$ cat src/rtl/bcd_pkg.sv
// Shared definitions for the binary-to-BCD tube feeder: FSM encoding,
// parameter defaults and status register bit positions.
package bcd_pkg;

  typedef enum logic [1:0] {
    IDLE    = 2'd0,
    CONV    = 2'd1,
    WR_DATA = 2'd2,
    WR_SIGN = 2'd3
  } state_t;

  localparam int CONV_BITS_DEF = 27;
  localparam int MAX_DEC_DEF   = 99999999;
  localparam int BCD_DIGITS    = 8;

  localparam int STAT_BUSY = 0;
  localparam int STAT_OVF  = 1;
  localparam int STAT_LOST = 2;

endpackage

$ cat src/rtl/bcd_digit_adj.sv
// One double-dabble digit correction: add 3 when the BCD digit is 5 or more,
// so the following left shift carries correctly into the next digit.
module bcd_digit_adj (
  input  logic [3:0] digit,
  output logic [3:0] adjusted
);

  assign adjusted = (digit >= 4'd5) ? digit + 4'd3 : digit;

endmodule

$ cat src/rtl/bin2bcd_feeder.sv
// CPU-writable value converted to 8 BCD digits by a serial double-dabble loop,
// then pushed to a digital-tube peripheral as a data word and a sign word.
// Build option: define BCD_SIGNED_EN to treat the written value as two's complement.
module bin2bcd_feeder
  import bcd_pkg::*;
#(
  parameter int CONV_BITS = CONV_BITS_DEF,
  parameter int MAX_DEC   = MAX_DEC_DEF
) (
  input  logic        clk,
  input  logic        reset,
  input  logic        WE,
  input  logic        addr,
  input  logic [31:0] din,
  output logic [31:0] RD,
  output logic        busy,
  output logic        tube_WE,
  output logic        tube_addr,
  output logic [31:0] tube_din
);

  localparam int                   CNT_W     = (CONV_BITS > 1) ? $clog2(CONV_BITS) : 1;
  localparam logic [CNT_W-1:0]     CNT_LAST  = CNT_W'(CONV_BITS - 1);
  localparam logic [32:0]          MAX_DEC_W = 33'(MAX_DEC);
  localparam logic [CONV_BITS-1:0] MAX_DEC_N = CONV_BITS'(MAX_DEC);

  state_t               state_reg, state_next;
  logic [31:0]          value_reg, value_next;
  logic                 neg_reg, neg_next;
  logic                 ovf_reg, ovf_next;
  logic                 lost_reg, lost_next;
  logic [CONV_BITS-1:0] shift_reg, shift_next;
  logic [31:0]          bcd_reg, bcd_next;
  logic [CNT_W-1:0]     cnt_reg, cnt_next;
  logic                 tube_we_reg, tube_we_next;
  logic                 tube_addr_reg, tube_addr_next;
  logic [31:0]          tube_din_reg, tube_din_next;

  logic                 din_neg;
  logic [32:0]          din_mag;
  logic                 din_over;
  logic [CONV_BITS-1:0] mag_load;
  logic [31:0]          bcd_adj;
  logic [31:0]          bcd_shift;
  logic [31:0]          status_word;

  // 33-bit magnitude so that -2^31 negates without wrapping.
`ifdef BCD_SIGNED_EN
  assign din_neg = din[31];
  assign din_mag = din[31] ? (33'd0 - {din[31], din}) : {1'b0, din};
`else
  assign din_neg = 1'b0;
  assign din_mag = {1'b0, din};
`endif

  assign din_over = (din_mag > MAX_DEC_W);
  assign mag_load = din_over ? MAX_DEC_N : din_mag[CONV_BITS-1:0];

  generate
    for (genvar gi = 0; gi < BCD_DIGITS; gi++) begin : g_digit
      bcd_digit_adj u_adj (
        .digit    (bcd_reg[4*gi +: 4]),
        .adjusted (bcd_adj[4*gi +: 4])
      );
    end
  endgenerate

  // The top digit never exceeds 9 for displayable magnitudes, so its carry-out is dropped.
  assign bcd_shift = 32'({bcd_adj, shift_reg[CONV_BITS-1]});

  assign busy = (state_reg != IDLE);

  always_comb begin
    state_next     = state_reg;
    value_next     = value_reg;
    neg_next       = neg_reg;
    ovf_next       = ovf_reg;
    lost_next      = lost_reg;
    shift_next     = shift_reg;
    bcd_next       = bcd_reg;
    cnt_next       = cnt_reg;
    tube_we_next   = 1'b0;
    tube_addr_next = 1'b0;
    tube_din_next  = '0;

    if (WE && addr && din[0]) begin
      ovf_next  = 1'b0;
      lost_next = 1'b0;
    end
    if (WE && !addr && busy) begin
      lost_next = 1'b1;
    end

    case (state_reg)
      IDLE: begin
        if (WE && !addr) begin
          value_next = din;
          neg_next   = din_neg;
          ovf_next   = ovf_reg | din_over;
          shift_next = mag_load;
          bcd_next   = '0;
          cnt_next   = '0;
          state_next = CONV;
        end
      end
      CONV: begin
        bcd_next   = bcd_shift;
        shift_next = shift_reg << 1;
        cnt_next   = cnt_reg + 1'b1;
        if (cnt_reg == CNT_LAST) begin
          state_next    = WR_DATA;
          tube_we_next  = 1'b1;
          tube_din_next = bcd_shift;
        end
      end
      WR_DATA: begin
        state_next     = WR_SIGN;
        tube_we_next   = 1'b1;
        tube_addr_next = 1'b1;
        tube_din_next  = {31'b0, neg_reg};
      end
      WR_SIGN: begin
        state_next = IDLE;
      end
      default: begin
        state_next = IDLE;
      end
    endcase
  end

  always_ff @(posedge clk or posedge reset) begin
    if (reset) begin
      state_reg     <= IDLE;
      value_reg     <= '0;
      neg_reg       <= 1'b0;
      ovf_reg       <= 1'b0;
      lost_reg      <= 1'b0;
      shift_reg     <= '0;
      bcd_reg       <= '0;
      cnt_reg       <= '0;
      tube_we_reg   <= 1'b0;
      tube_addr_reg <= 1'b0;
      tube_din_reg  <= '0;
    end else begin
      state_reg     <= state_next;
      value_reg     <= value_next;
      neg_reg       <= neg_next;
      ovf_reg       <= ovf_next;
      lost_reg      <= lost_next;
      shift_reg     <= shift_next;
      bcd_reg       <= bcd_next;
      cnt_reg       <= cnt_next;
      tube_we_reg   <= tube_we_next;
      tube_addr_reg <= tube_addr_next;
      tube_din_reg  <= tube_din_next;
    end
  end

  assign tube_WE   = tube_we_reg;
  assign tube_addr = tube_addr_reg;
  assign tube_din  = tube_din_reg;

  always_comb begin
    status_word            = '0;
    status_word[STAT_BUSY] = busy;
    status_word[STAT_OVF]  = ovf_reg;
    status_word[STAT_LOST] = lost_reg;
  end

  assign RD = addr ? status_word : value_reg;

endmodule
$ cat config.mk
export PLATFORM = sky130hd
export DESIGN_NAME = bin2bcd_feeder
export DESIGN_NICKNAME = d
export VERILOG_FILES = /design/src/rtl/bcd_pkg.sv /design/src/rtl/bcd_digit_adj.sv /design/src/rtl/bin2bcd_feeder.sv
export SDC_FILE = /design/constraint.sdc
export NUM_CORES = 1
export LEC_CHECK = 0
export BUFFER_PORTS_ARGS = -buffer_cell sky130_fd_sc_hd__clkbuf_2
export CORE_MARGIN = 2
export CORE_UTILIZATION = 55
export DETAILED_ROUTE_END_ITERATION = 16
export GPL_ROUTABILITY_DRIVEN = 0
export PLACE_DENSITY = 0.78
export SKIP_LAST_GASP = 1
export SYNTH_ARGS = -nofsm -noshare
export SYNTH_HDL_FRONTEND = slang
export SYNTH_SLANG_ARGS = --single-unit
$ cat constraint.sdc
create_clock -name clk -period 6.3 [get_ports clk]
set_input_delay 0.945 -clock clk [delete_from_list [all_inputs] [get_ports clk]]
set_output_delay 0.945 -clock clk [all_outputs]
set_load 0.01 [all_outputs]
==> impl_metrics.yaml <==
cells_and_area:
  layout.nets: 715
  stdcell_area_mm2: 0.00727
  mostFrequentLayoutCell: "dfrtp_1"
  drive_gt1_frac: 0.273
  synthToLayoutAreaGrowth_pct: 20.0
  final_cell_mix: "dfrtp_1 (134), clkbuf_2 (102), nand2_1 (52)"
  fill_cells: 815
  antenna_cells: 0
timing:
  tightestPinTransition_ns: 1.10
  slew_headroom: 0.264
  finalSetupViolCount: 0
  fin_skew_ns: 0.00755
  slew_violations: 0
  rsz0062_at_grt: "no"
  period_share: 0.510
  fmax_mhz: 311
  setup_tns_ns: 0
  hold_violations: 0
  period_minus_slack_ns: 3.21
floorplanning:
  die_x_um: 109
  core_mm2: 0.0108
  fp.dieH_um: 109
  start_util: 0.561
  dieArea_mm2: 0.0119
  pin_count: 103
  row_count: 38
clocking:
  cts_tree: "yes"
  cts.repair.resized: 0
  numCtsBuffers: 17
  cts-root-buf: "clkbuf_8"
  cts_buffer_depth: 2
  post-cts-setup-buffers: 0
  clock_latency_ns: 0.52
  holdBufCountCts: 0
  cts.sinks: 134
  clk_pin_slew_worst_paths_ns: 0.06
  htree_levels: 4
synth:
  yosysUniqueCellTypes: 43
  async_flop_share: 1.00
  seq_area_frac_synth: 0.553
  synth_edf_count: 0
  yosysWarningCount: 0
  synthAdderAreaFrac: 0.0434
  synth_compound_area_frac: 0.140
  synth.area.mux_share: 0.0743
  synth_top_family_by_area: "compound AO/OA/AOI/OAI gates"
  synth_xor_xnor_area_share: 0.0159
  synthSimpleGateAreaFrac: 0.134
  syn_inst: 561
  synth_nets: 618
  synth_area_per_cell_um2: 10.8
  synth_seq_cells: 134
  netlist_area_mm2: 0.00606
  yosys_most_used_dff: "dfrtp_1"
drt:
  wl_met3_um: 622
  postRouteAntennaNets: 0
  drt_wl_total_um: 12800
  drc_errors: 0
  dr.pass1.iters: 5
  vias_per_cell: 5.59
  highest_layer: "met4"
  wl_met1_um: 5420
  drt-wirelength-per-cell_um: 15.8
  wl_met2_um: 6540
  dr_total_vias: 4530
  drt_iter0_drc: 282
worst_setup_path:
  crit_type: "reg2reg"
  crit_path_start_kind: "flop"
  crit_path_frequent_cell: "inv_1"
  crit_required_ns: 6.71
  worstSetupEndpointType: "flop"
  cp.arrival_ns: 3.62
  crit_family: "buffers and inverters"
  crit_slowest_cell: "ha_1"
  path_buf_inv: 3
  crit_fanout: 25
  cp_slowest_stage_delay_ns: 0.68
  cp_cell_sequence: "inv_1 -> ha_1 -> inv_1 -> o21ai_2 -> buf_4 -> nand4_1 -> xor2_1 -> nor2_1"
placed_design:
  post_dp_cell_area_mm2: 0.00666
  port_buffers: 102
  hpwl_um: 8550
global_route:
  grt_start_max_net_pins: 72
  grt_pass1_wl_um: 21200
  antenna_found_initial: 0
  grt_pass1_vias: 4479
  grt_use_total: 0.230
  grt_overflow: 0
run:
  max_cap_violations: 0
pwr:
  leakage_nw: 3.49
  vdd_drop_max_mv: 0.238
  power_density_mw_per_mm2: 443
outcome:
  outcome: "finished clean"
worst_hold_path:
  hold_path_class: "in2async"
[cell type report]
cell class                 count  area (um2)  share of cell area
clock buffer                  19         432              0.0594
timing repair buffer         106         541              0.0744
inverter                      27         106              0.0146
tap                          140         175              0.0241
clock inverter                13         179              0.0246
sequential                   134        3350               0.461
multi-input combinational    372        2480               0.341
[worst paths after layout]
kind,from,to,slack [ns],depth (start not counted)
hold / removal,reset,value_reg[27],0.48,2
hold reg to reg,value_reg[25],value_reg[25],0.49,2
setup / recovery,state_reg[1],cnt_reg[3],3.09,8
min in group clk,value_reg[25],value_reg[25],0.49,2
max in group asynchronous,reset,tube_din[30],4.51,3
setup reg to reg,state_reg[1],cnt_reg[3],3.09,8
[metal layers]
metal	vias to the layer above	GRT usage
met5	-	0
met4	0	0.0842
met3	21	0.0526
met2	140	0.386
met1	2242	0.291
li1	2127	-
[Yosys cell counts, types with 5 or more instances]
cell,instances,area [um2]
nor2_1,45,169
ha_1,21,263
o21ai_0,49,245
nor2b_1,36,225
a22o_1,8,70.1
a2bb2oi_1,17,149
nand2b_1,5,31.3
o22ai_1,16,100
a21oi_1,27,135
buf_2,8,40.0
nand2_1,52,195
nor3_1,5,25.0
inv_1,27,101
dfrtp_1,134,3350
xnor2_1,8,70.1
clkbuf_1,16,60.1
mux2_2,40,450
a221o_1,6,60.1
and3_1,6,37.5
[report_power, final]
group	internal, mW	switching [mW]	leakage, nW
registers	1.10	0.133	1.74
logic	0.410	0.559	1.45
clock network	0.652	0.362	0.302
[per-stage QoR]
step	setup WS, ns	std cells	total power [mW]	hold WS, ns	utilization
2_1_floorplan	1.77	561	1.93	0.442	-
3_3_place_gp	2.80	779	2.16	0.464	0.617
3_5_place_dp	2.70	779	2.21	0.473	0.617
4_1_cts	3.10	811	3.23	0.494	0.673
5_1_grt	2.73	811	3.42	0.514	0.673
6_report	3.09	811	3.22	0.479	0.673
[cell families after synthesis]
kind of cell / Yosys count
multiplexers: 40
AND/OR/NAND/NOR: 167
AO/OA/AOI/OAI: 133
buffers and inverters: 55
XOR/XNOR: 11
flip-flops: 134
adder cells (fa/ha/maj): 21
(Power assumes the default switching activity.)
